## src/rtl/mem_arb_pkg.sv

```systemverilog
// Shared types and defaults for the two-port memory arbiter.
package mem_arb_pkg;

    // Arbiter FSM states.
    typedef enum logic [1:0] {
        IDLE    = 2'b00,
        SERVE_I = 2'b01,
        SERVE_D = 2'b10
    } arb_state_e;

    // Port identity, used for the last-grant record and for arbitration results.
    typedef enum logic {
        GNT_I = 1'b0,
        GNT_D = 1'b1
    } grant_e;

    // Default watchdog limit in cycles.
    localparam int DEFAULT_TIMEOUT_CYCLES = 255;

    // Pick the port to serve among the competing candidates. On a tie the port
    // that was not served last wins; with one candidate that candidate wins.
    // The result is only meaningful when at least one candidate is high.
    function automatic grant_e pick_port(input logic   cand_i,
                                         input logic   cand_d,
                                         input grant_e last);
        grant_e g;
        if (cand_i && cand_d) begin
            if (last == GNT_I) begin
                g = GNT_D;
            end else begin
                g = GNT_I;
            end
        end else if (cand_d) begin
            g = GNT_D;
        end else begin
            g = GNT_I;
        end
        return g;
    endfunction

endpackage

```

## src/rtl/mem_arb_watchdog.sv

```systemverilog
// Watchdog counter for the arbiter: cleared when a transaction starts, counts
// SERVE cycles spent waiting on memory, and flags the cycle in which the wait
// reaches TIMEOUT_CYCLES. Only instantiated when MEM_ARB_TIMEOUT_EN is defined.
module mem_arb_watchdog
    import mem_arb_pkg::*;
#(
    parameter int TIMEOUT_CYCLES = DEFAULT_TIMEOUT_CYCLES
) (
    input  logic clk,
    input  logic rst,
    input  logic clear,
    input  logic run,
    output logic expired
);

    localparam int CNT_W = $clog2(TIMEOUT_CYCLES + 1);
    // Expiry fires in the cycle whose increment would reach the limit, so the
    // abort lands on the TIMEOUT_CYCLES-th waiting cycle.
    localparam logic [CNT_W-1:0] LIMIT_M1 = CNT_W'(TIMEOUT_CYCLES - 1);

    logic [CNT_W-1:0] count_q;
    logic [CNT_W-1:0] count_d;

    // Next count: a new transaction restarts the count, a waiting cycle advances it.
    always_comb begin
        count_d = count_q;
        if (clear) begin
            count_d = '0;
        end else if (run) begin
            count_d = count_q + CNT_W'(1);
        end else begin
            count_d = count_q;
        end
    end

    // Count register with synchronous active-low reset.
    always_ff @(posedge clk) begin
        if (!rst) begin
            count_q <= '0;
        end else begin
            count_q <= count_d;
        end
    end

    assign expired = run && (count_q == LIMIT_M1);

endmodule

```

## src/rtl/mem_arbiter.sv

```systemverilog
// mem_arbiter: shares one unified memory between the fetch (I) port and the
// load/store (D) port. Grants one port at a time, alternating on contention,
// drives a registered request/valid memory bus and routes the response back.
// Optional watchdog abort is enabled by defining MEM_ARB_TIMEOUT_EN.
module mem_arbiter
    import mem_arb_pkg::*;
#(
    parameter int ADDR_W         = 32,
    parameter int DATA_W         = 32,
    parameter int TIMEOUT_CYCLES = DEFAULT_TIMEOUT_CYCLES
) (
    input  logic              clk,
    input  logic              rst,
    // Fetch port
    input  logic              i_request,
    input  logic              i_we_re,
    input  logic [3:0]        i_mask,
    input  logic [ADDR_W-1:0] i_addr,
    input  logic [DATA_W-1:0] i_wdata,
    output logic              i_valid,
    output logic [DATA_W-1:0] i_rdata,
    // Load/store port
    input  logic              d_request,
    input  logic              d_we_re,
    input  logic [3:0]        d_mask,
    input  logic [ADDR_W-1:0] d_addr,
    input  logic [DATA_W-1:0] d_wdata,
    output logic              d_valid,
    output logic [DATA_W-1:0] d_rdata,
    // Memory bus
    output logic              mem_request,
    output logic              mem_we_re,
    output logic [3:0]        mem_mask,
    output logic [ADDR_W-1:0] mem_addr,
    output logic [DATA_W-1:0] mem_wdata,
    input  logic              mem_valid,
    input  logic [DATA_W-1:0] mem_rdata,
    // Core control
    output logic              core_stall,
    output logic              err
);

    arb_state_e        state_q, state_d;
    grant_e            last_grant_q, last_grant_d;
    logic              mem_request_q, mem_request_d;
    logic              mem_we_re_q, mem_we_re_d;
    logic [3:0]        mem_mask_q, mem_mask_d;
    logic [ADDR_W-1:0] mem_addr_q, mem_addr_d;
    logic [DATA_W-1:0] mem_wdata_q, mem_wdata_d;

    logic              serving_s;
    logic              timeout_s;
    logic              done_s;
    logic              arb_en_s;
    logic              cand_i_s;
    logic              cand_d_s;
    grant_e            pick_s;
    logic              i_valid_s;
    logic              d_valid_s;
    logic [DATA_W-1:0] rsp_data_s;

    assign serving_s = (state_q == SERVE_I) || (state_q == SERVE_D);
    // A transaction ends on a memory completion or on a forced watchdog abort.
    assign done_s    = serving_s && (mem_valid || timeout_s);
    // Aborted transactions return zero data; timeout_s is never high with mem_valid.
    assign rsp_data_s = timeout_s ? {DATA_W{1'b0}} : mem_rdata;

    // Decide who competes for the bus this cycle and which port completes.
    // In IDLE both ports compete; on a completion only the other port does.
    always_comb begin
        arb_en_s  = 1'b0;
        cand_i_s  = 1'b0;
        cand_d_s  = 1'b0;
        i_valid_s = 1'b0;
        d_valid_s = 1'b0;
        case (state_q)
            IDLE: begin
                arb_en_s = 1'b1;
                cand_i_s = i_request;
                cand_d_s = d_request;
            end
            SERVE_I: begin
                if (done_s) begin
                    arb_en_s  = 1'b1;
                    cand_d_s  = d_request;
                    i_valid_s = 1'b1;
                end else begin
                    arb_en_s  = 1'b0;
                end
            end
            SERVE_D: begin
                if (done_s) begin
                    arb_en_s  = 1'b1;
                    cand_i_s  = i_request;
                    d_valid_s = 1'b1;
                end else begin
                    arb_en_s  = 1'b0;
                end
            end
            default: begin
                // Unreachable encoding: arbitrate with no candidates to fall back to IDLE.
                arb_en_s = 1'b1;
            end
        endcase
    end

    assign pick_s = pick_port(cand_i_s, cand_d_s, last_grant_q);

    // Next state, grant record and memory-bus latch. Fields only change on a
    // grant, so they hold steady while a transaction waits on memory.
    always_comb begin
        state_d       = state_q;
        last_grant_d  = last_grant_q;
        mem_request_d = mem_request_q;
        mem_we_re_d   = mem_we_re_q;
        mem_mask_d    = mem_mask_q;
        mem_addr_d    = mem_addr_q;
        mem_wdata_d   = mem_wdata_q;
        if (arb_en_s) begin
            if (cand_i_s || cand_d_s) begin
                last_grant_d  = pick_s;
                mem_request_d = 1'b1;
                if (pick_s == GNT_D) begin
                    state_d     = SERVE_D;
                    mem_we_re_d = d_we_re;
                    mem_mask_d  = d_mask;
                    mem_addr_d  = d_addr;
                    mem_wdata_d = d_wdata;
                end else begin
                    state_d     = SERVE_I;
                    mem_we_re_d = i_we_re;
                    mem_mask_d  = i_mask;
                    mem_addr_d  = i_addr;
                    mem_wdata_d = i_wdata;
                end
            end else begin
                state_d       = IDLE;
                mem_request_d = 1'b0;
            end
        end else begin
            state_d = state_q;
        end
    end

    // State and memory-bus registers with synchronous active-low reset; the
    // reset grant record of I makes D win the first tie.
    always_ff @(posedge clk) begin
        if (!rst) begin
            state_q       <= IDLE;
            last_grant_q  <= GNT_I;
            mem_request_q <= 1'b0;
            mem_we_re_q   <= 1'b0;
            mem_mask_q    <= 4'h0;
            mem_addr_q    <= {ADDR_W{1'b0}};
            mem_wdata_q   <= {DATA_W{1'b0}};
        end else begin
            state_q       <= state_d;
            last_grant_q  <= last_grant_d;
            mem_request_q <= mem_request_d;
            mem_we_re_q   <= mem_we_re_d;
            mem_mask_q    <= mem_mask_d;
            mem_addr_q    <= mem_addr_d;
            mem_wdata_q   <= mem_wdata_d;
        end
    end

`ifdef MEM_ARB_TIMEOUT_EN
    logic clear_s;
    logic run_s;
    logic expired_s;

    // A new transaction starts whenever the next state is a SERVE state
    // entered from IDLE or from a completion.
    assign clear_s = ((state_d == SERVE_I) || (state_d == SERVE_D)) &&
                     ((state_q == IDLE) || done_s);
    assign run_s   = serving_s && !mem_valid;

    mem_arb_watchdog #(
        .TIMEOUT_CYCLES (TIMEOUT_CYCLES)
    ) u_watchdog (
        .clk     (clk),
        .rst     (rst),
        .clear   (clear_s),
        .run     (run_s),
        .expired (expired_s)
    );

    assign timeout_s = expired_s;
`else
    localparam int unused_timeout_cycles = TIMEOUT_CYCLES;
    assign timeout_s = 1'b0;
`endif

    assign mem_request = mem_request_q;
    assign mem_we_re   = mem_we_re_q;
    assign mem_mask    = mem_mask_q;
    assign mem_addr    = mem_addr_q;
    assign mem_wdata   = mem_wdata_q;

    assign i_valid = i_valid_s;
    assign d_valid = d_valid_s;
    assign i_rdata = rsp_data_s;
    assign d_rdata = rsp_data_s;
    assign err     = timeout_s;

    assign core_stall = (i_request & ~i_valid_s) | (d_request & ~d_valid_s);

endmodule

```

## config.mk

```make
export PLATFORM = sky130hd
export DESIGN_NAME = mem_arbiter
export DESIGN_NICKNAME = d
export VERILOG_FILES = /design/src/rtl/mem_arb_pkg.sv /design/src/rtl/mem_arb_watchdog.sv /design/src/rtl/mem_arbiter.sv
export SDC_FILE = /design/constraint.sdc
export NUM_CORES = 1
export LEC_CHECK = 0
export CAP_MARGIN = 20
export CORE_AREA = 10 10 124 126
export CTS_CLUSTER_DIAMETER = 50
export DETAILED_ROUTE_END_ITERATION = 10
export DIE_AREA = 0 0 134 136
export PLACE_DENSITY = 0.83
export SLEW_MARGIN = 0
export SYNTH_ARGS = -nofsm -noshare
export SYNTH_HDL_FRONTEND = slang
export SYNTH_HIERARCHICAL = 1
export SYNTH_SLANG_ARGS = --single-unit
```

## constraint.sdc

```tcl
create_clock -name clk -period 1.7 [get_ports clk]
set_input_delay 0.255 -clock clk [delete_from_list [all_inputs] [get_ports clk]]
set_output_delay 0.255 -clock clk [all_outputs]
set_load 0.1 [all_outputs]
```

# Word level (Yosys, flattened, before mapping)
# Cells that the tools add are included.
# totals
ff_bits	73
in_bits	175
out_inout_bits	138
word_cells	39
# classes
n_eq_ne	2
muxes	18
n_bitwise	5
reduce_logical	7
# op_table
operator	n
$mux 32	2
$mux 1	11
$mux 2	2
$mux 4	1
$pmux 1 s2	2
$and 1x1->1	2
$eq 2x1->1 const B	1
$eq 2x2->1 const B	1
$logic_and 1x1->1	2
$logic_not 2->1	1
$logic_or 1x1->1	2
$not 1->1	2
$reduce_and 2->1	1
$reduce_or 2->1	1
$or 1x1->1	1

# Logic depth before layout (Yosys ltp)
# depth
depth_word	9
mapped_depth	9
depth_no_buf	6

# Worst setup path before layout
# Ideal clock, no wire load.
# synth_timing
kind	reg2out
startpoint	register state_q[0]
endpoint	output core_stall
t_arrival_ns	2.866
required_time_ns	1.445
setup_slack_ns	-1.421
stages_incl_launch_ff	5
path_cell_list	dfxtp_1 > inv_1 > ha_1 > and3_1 > o22ai_1
# synth_via
elab_chain_cells	8
word_cells_on_any_way	12
cone_classes	eq/ne: 2; mux: 3; bitwise: 5; reduce/logical: 2
# synth_lines
item	line_no	text
from (decl)	mem_arbiter.sv:43	arb_state_e state_q, state_d;
from (signal assigned)	mem_arbiter.sv:157	state_q <= state_d;
$eq 2x1->1 / $eq 2x2->1 (equally long branches)	mem_arbiter.sv:62, mem_arbiter.sv:76	
$logic_or 1x1->1	mem_arbiter.sv:62	assign serving_s = (state_q == SERVE_I) || (state_q == SERVE_D);
$logic_and 1x1->1	mem_arbiter.sv:64	assign done_s = serving_s && (mem_valid || timeout_s);
$mux 1	mem_arbiter.sv:92	if (done_s) begin
$mux 1 *	mem_arbiter.sv:76	case (state_q)
named net d_valid	mem_arbiter.sv:28	output logic d_valid,
$not 1->1 *	mem_arbiter.sv:206	assign core_stall = (i_request & ~i_valid_s) | (d_request & ~d_valid_s);
$and 1x1->1 *	mem_arbiter.sv:206	
$or 1x1->1 *	mem_arbiter.sv:206	
to (decl)	mem_arbiter.sv:39	output logic core_stall,
# Mark *: on every way through the listed nets, which the timed path passes. The rest lies on a longest branch.

# Worst setup path in the final report
# layout_timing
startpoint	register state_q[1]
endpoint	register mem_addr_q[20], in the netlist mem_addr[20]
# layout_via
elab_chain_cells	8
word_cells_on_any_way	18
cone_classes	eq/ne: 2; mux: 9; reduce/logical: 7
# layout_lines
item	line_no	text
$eq 2x1->1 / $eq 2x2->1 (equally long branches)	mem_arbiter.sv:62, mem_arbiter.sv:76	
$logic_or 1x1->1	mem_arbiter.sv:62	
$logic_and 1x1->1	mem_arbiter.sv:64	
$mux 1, on equally long branches	mem_arbiter.sv:83, mem_arbiter.sv:92	
$pmux 1 s2	mem_arbiter.sv:76	
$mux 1 / $logic_and 1x1->1 (equally long branches)	mem_arb_pkg.sv:33, mem_arb_pkg.sv:27	
$mux 1	mem_arb_pkg.sv:27	if (cand_i && cand_d) begin
$mux 32	mem_arbiter.sv:123	if (pick_s == GNT_D) begin
to (signal assigned)	mem_arbiter.sv:154	mem_addr_q <= {ADDR_W{1'b0}};
to (signal assigned)	mem_arbiter.sv:162	mem_addr_q <= mem_addr_d;
to (decl)	mem_arbiter.sv:48	logic [ADDR_W-1:0] mem_addr_q, mem_addr_d;
# Several ways; a longest one is shown, not always the timed one.
# A chain may end at the register's enable or synchronous reset.

==> metrics.log <==
INFO  metric run_status = finished with violations
INFO  metric failed_checks = negative setup slack
INFO  metric synth_compound_gate_area_share = 30.05%
INFO  metric dominantRegCellSynth = sky130_fd_sc_hd__dfxtp_1
INFO  metric post-route-cell-area = 7252 um2
INFO  metric io_buffers = 215
INFO  metric setup_viol = 72
INFO  metric drt_first_iter_violations = 170
INFO  metric overflow = 0
INFO  metric layout_worst_path_cycle_share = 106.5%
INFO  metric final.setup_skew = 5.190 ps
INFO  metric p_int = 6.417 mW
INFO  metric num_vias = 4042
INFO  metric globalRouteTotalUtil = 15.75%
INFO  metric post_drt_via_cell_ratio = 4.847
INFO  metric gp_congestion = 0.7934
INFO  metric drive_gt1_share = 26.48%
INFO  metric ios = 313
INFO  metric yosys-mux-area-fraction = 0%
INFO  metric cts-buffers-inserted = 9
INFO  metric netSwitchingPower = 6.084 mW
INFO  metric start_kind = flop
INFO  metric initial_cell_density_of_the_core = 29.28%
INFO  metric power.switching_fraction = 48.67%
INFO  metric grt_pass1_wl = 22.44 mm
INFO  metric synth_nets = 661
INFO  metric die_area = 18220 um2
INFO  metric place_worst_setup_slack = -259.8 ps
INFO  metric synth_enable_flop_cells = 0
INFO  metric insertion_delay = 340 ps
INFO  metric chipWidth = 134 um
INFO  metric hold_path.class = in2reg
INFO  metric cts_buffer_depth = 2
INFO  metric first_pass_iters = 5
INFO  metric wire_per_inst = 20.66 um
INFO  metric synth_simple_gate_area_share = 8.130%
INFO  metric remaining_design_rule_violation_count = 0
INFO  metric path_max_fanout = 9
INFO  metric cts_tree = done
INFO  metric synth_area_per_cell = 7.870 um2
INFO  metric stdcell_count = 834
INFO  metric detail_route.wirelength = 17.23 mm
INFO  metric worst_setup_end_kind = flop
INFO  metric cts_htree_levels = 3
INFO  metric placement.cell_area = 6499 um2
INFO  metric p_per_area = 1724 nW/um2
INFO  metric largest_family_of_logic_cells_by_synthesized_area = compound AO/OA/AOI/OAI gates
INFO  metric first_global_vias = 4026
INFO  metric ir_drop = 0.8663 mV
INFO  metric grt_max_degree = 74
INFO  metric die_height = 136 um
INFO  metric std_cell_rows = 42
INFO  metric post_cts_hold_buffer_count = 0
INFO  metric synth-async-reset-ratio = 0%
INFO  metric static-leakage-power = 2.916 nW
INFO  metric critPathArrivalTime = 2070 ps
INFO  metric final.setup.worst_slack = -111.0 ps
INFO  metric netlist_instances = 483
INFO  metric yosysSeqAreaShare = 38.45%
INFO  metric post_synth_xor_area_fraction = 0%
INFO  metric max-cap-violations = 0
INFO  metric post_cts_clock_slew_at_the_launch_and_capture_registers_of_the_worst_setup_and_hold_paths = 60 ps
INFO  metric required = 1960 ps
INFO  metric synth_area = 3801 um2
INFO  metric mostFrequentLayoutCells = sky130_fd_sc_hd__clkdlybuf4s50_1, sky130_fd_sc_hd__a21oi_1, sky130_fd_sc_hd__buf_12
INFO  metric period_minus_slack = 1811 ps
INFO  metric drt.antenna.violating_nets = 0
INFO  metric rsz0062_at_grt = yes
INFO  metric layout.nets = 832
INFO  metric numPlacedInstances = 799
INFO  metric cts_root_buffer = sky130_fd_sc_hd__clkbuf_16
INFO  metric ys_ff_latch = 73
INFO  metric p_seq_share = 21.0%
INFO  metric timing_hold_violations_final = 0
INFO  metric clock_power_share = 14.1%
INFO  metric ys_warn_count = 6
INFO  metric synthToLayoutAreaGrowth = 90.78%
INFO  metric max_freq = 552.2 MHz
INFO  metric timing.setup.critical_path_class = reg2reg
INFO  metric place_hpwl = 11.50 mm
INFO  metric synth_adder_area_share = 0.9875%
INFO  metric netlist-cell-type-count = 26
INFO  metric report.final.slew_viol_count = 0
INFO  metric number_of_antenna_violations_at_the_first_check_in_global_routing = 1
INFO  metric cts_sinks = 73
INFO  metric combinational_share_of_power = 64.9%
INFO  metric layout.cells.most_common = sky130_fd_sc_hd__clkdlybuf4s50_1
INFO  metric core_region_area = 12980 um2
## layer usage
layer / vias up / GRT usage (%) / share of wire [%]
met5: - / 0 / 0
met4: 0 / 8.706 / 4.6
met3: 67 / 7.417 / 9.1
met2: 185 / 26.87 / 51
met1: 1853 / 15.65 / 35
li1: 1937 / - / -
## worst paths after layout
kind                   to          from  cells after the start  slack (ps)
max          mem_addr[20]    state_q[1]                      9        -110
min          mem_wdata[2]           rst                      4         420
max reg2reg  mem_addr[20]    state_q[1]                      9        -110
min reg2reg  last_grant_q  last_grant_q                      2         490
## power groups by stage
stage          clock network, mW  logic [mW]  registers [mW]
2_1_floorplan                  0        2.23            5.45
3_3_place_gp                   0        7.26            2.62
3_5_place_dp                   0        7.33            2.64
4_1_cts                     1.80        7.43            2.61
5_1_grt                     1.87        8.42            2.67
6_report                    1.76        8.12            2.62
## synth_stat cells (2+ instances only)
cell | instances | share of area, %
sky130_fd_sc_hd__buf_2 | 2 | 0.26
sky130_fd_sc_hd__a21oi_1 | 137 | 18
sky130_fd_sc_hd__a21boi_0 | 3 | 0.59
sky130_fd_sc_hd__o21ai_0 | 70 | 9.2
sky130_fd_sc_hd__nand2_1 | 74 | 7.3
sky130_fd_sc_hd__ha_1 | 3 | 0.99
sky130_fd_sc_hd__o22ai_1 | 2 | 0.33
sky130_fd_sc_hd__clkbuf_1 | 13 | 1.3
sky130_fd_sc_hd__buf_4 | 66 | 13
sky130_fd_sc_hd__buf_6 | 3 | 0.89
sky130_fd_sc_hd__inv_1 | 4 | 0.39
sky130_fd_sc_hd__nor2b_1 | 2 | 0.33
sky130_fd_sc_hd__clkbuf_2 | 2 | 0.26
sky130_fd_sc_hd__clkbuf_8 | 17 | 6.2
sky130_fd_sc_hd__dfxtp_1 | 73 | 38
sky130_fd_sc_hd__a22oi_1 | 2 | 0.39
## cell families (layout without fill, tap and decap cells)
logic type | Yosys count | count (layout)
compound gates | 220 | 220
buf+inv | 107 | 281
simple gates | 79 | 79
flops | 73 | 73
fa+ha+maj | 3 | 3
other cells | 1 | 2
## flip-flops by register name, indices dropped and copies added (netlist names)
signal,flops
mem_wdata,32
mem_mask,4
last_grant_q,1
mem_we_re,1
mem_request,1
mem_addr,32
state_q,2
## area by class of cell
class                           instances  area, um2
Tap cell                              176      220.2
Timing Repair Buffer                  263       3622
Fill cell                            1110       5728
Antenna cell                            1      2.502
Sequential cell                        73       1466
Inverter                                4      15.01
Multi-Input combinational cell        303       1662
Clock buffer                           14      264.0
## critical path, cell delays in order (launching register included)
cell and delay [ps]:
sky130_fd_sc_hd__dfxtp_2 350, sky130_fd_sc_hd__inv_2 60, sky130_fd_sc_hd__ha_4 260, sky130_fd_sc_hd__nor2b_4 130, sky130_fd_sc_hd__buf_6 130, sky130_fd_sc_hd__o22ai_4 250, sky130_fd_sc_hd__buf_12 180, sky130_fd_sc_hd__clkbuf_16 150
sky130_fd_sc_hd__o21ai_0 80, sky130_fd_sc_hd__a21oi_1 150
## through the flow
step                util [%]  hold slack, ps  setup TNS (ps)  power [mW]
CTS                    52.71           419.2           -1563       11.84
detailed placement     50.07           484.3          -13860       9.966
global route           55.87           436.8          -10540       12.96
floorplan                  -           389.1          -46.15       7.675
global placement       50.07           464.8           -9121       9.873
finish                 55.87           424.1           -4565       12.50
## what timing repair did
action | in CTS | in global routing
setup endpoints to repair | 70 | 73
pin swaps | 3 | 3
gates cloned | 1 | 12
resized for setup | 11 | 50
buffers inserted | 2 | 5
No activity file was read; power rests on OpenSTA's default activity.
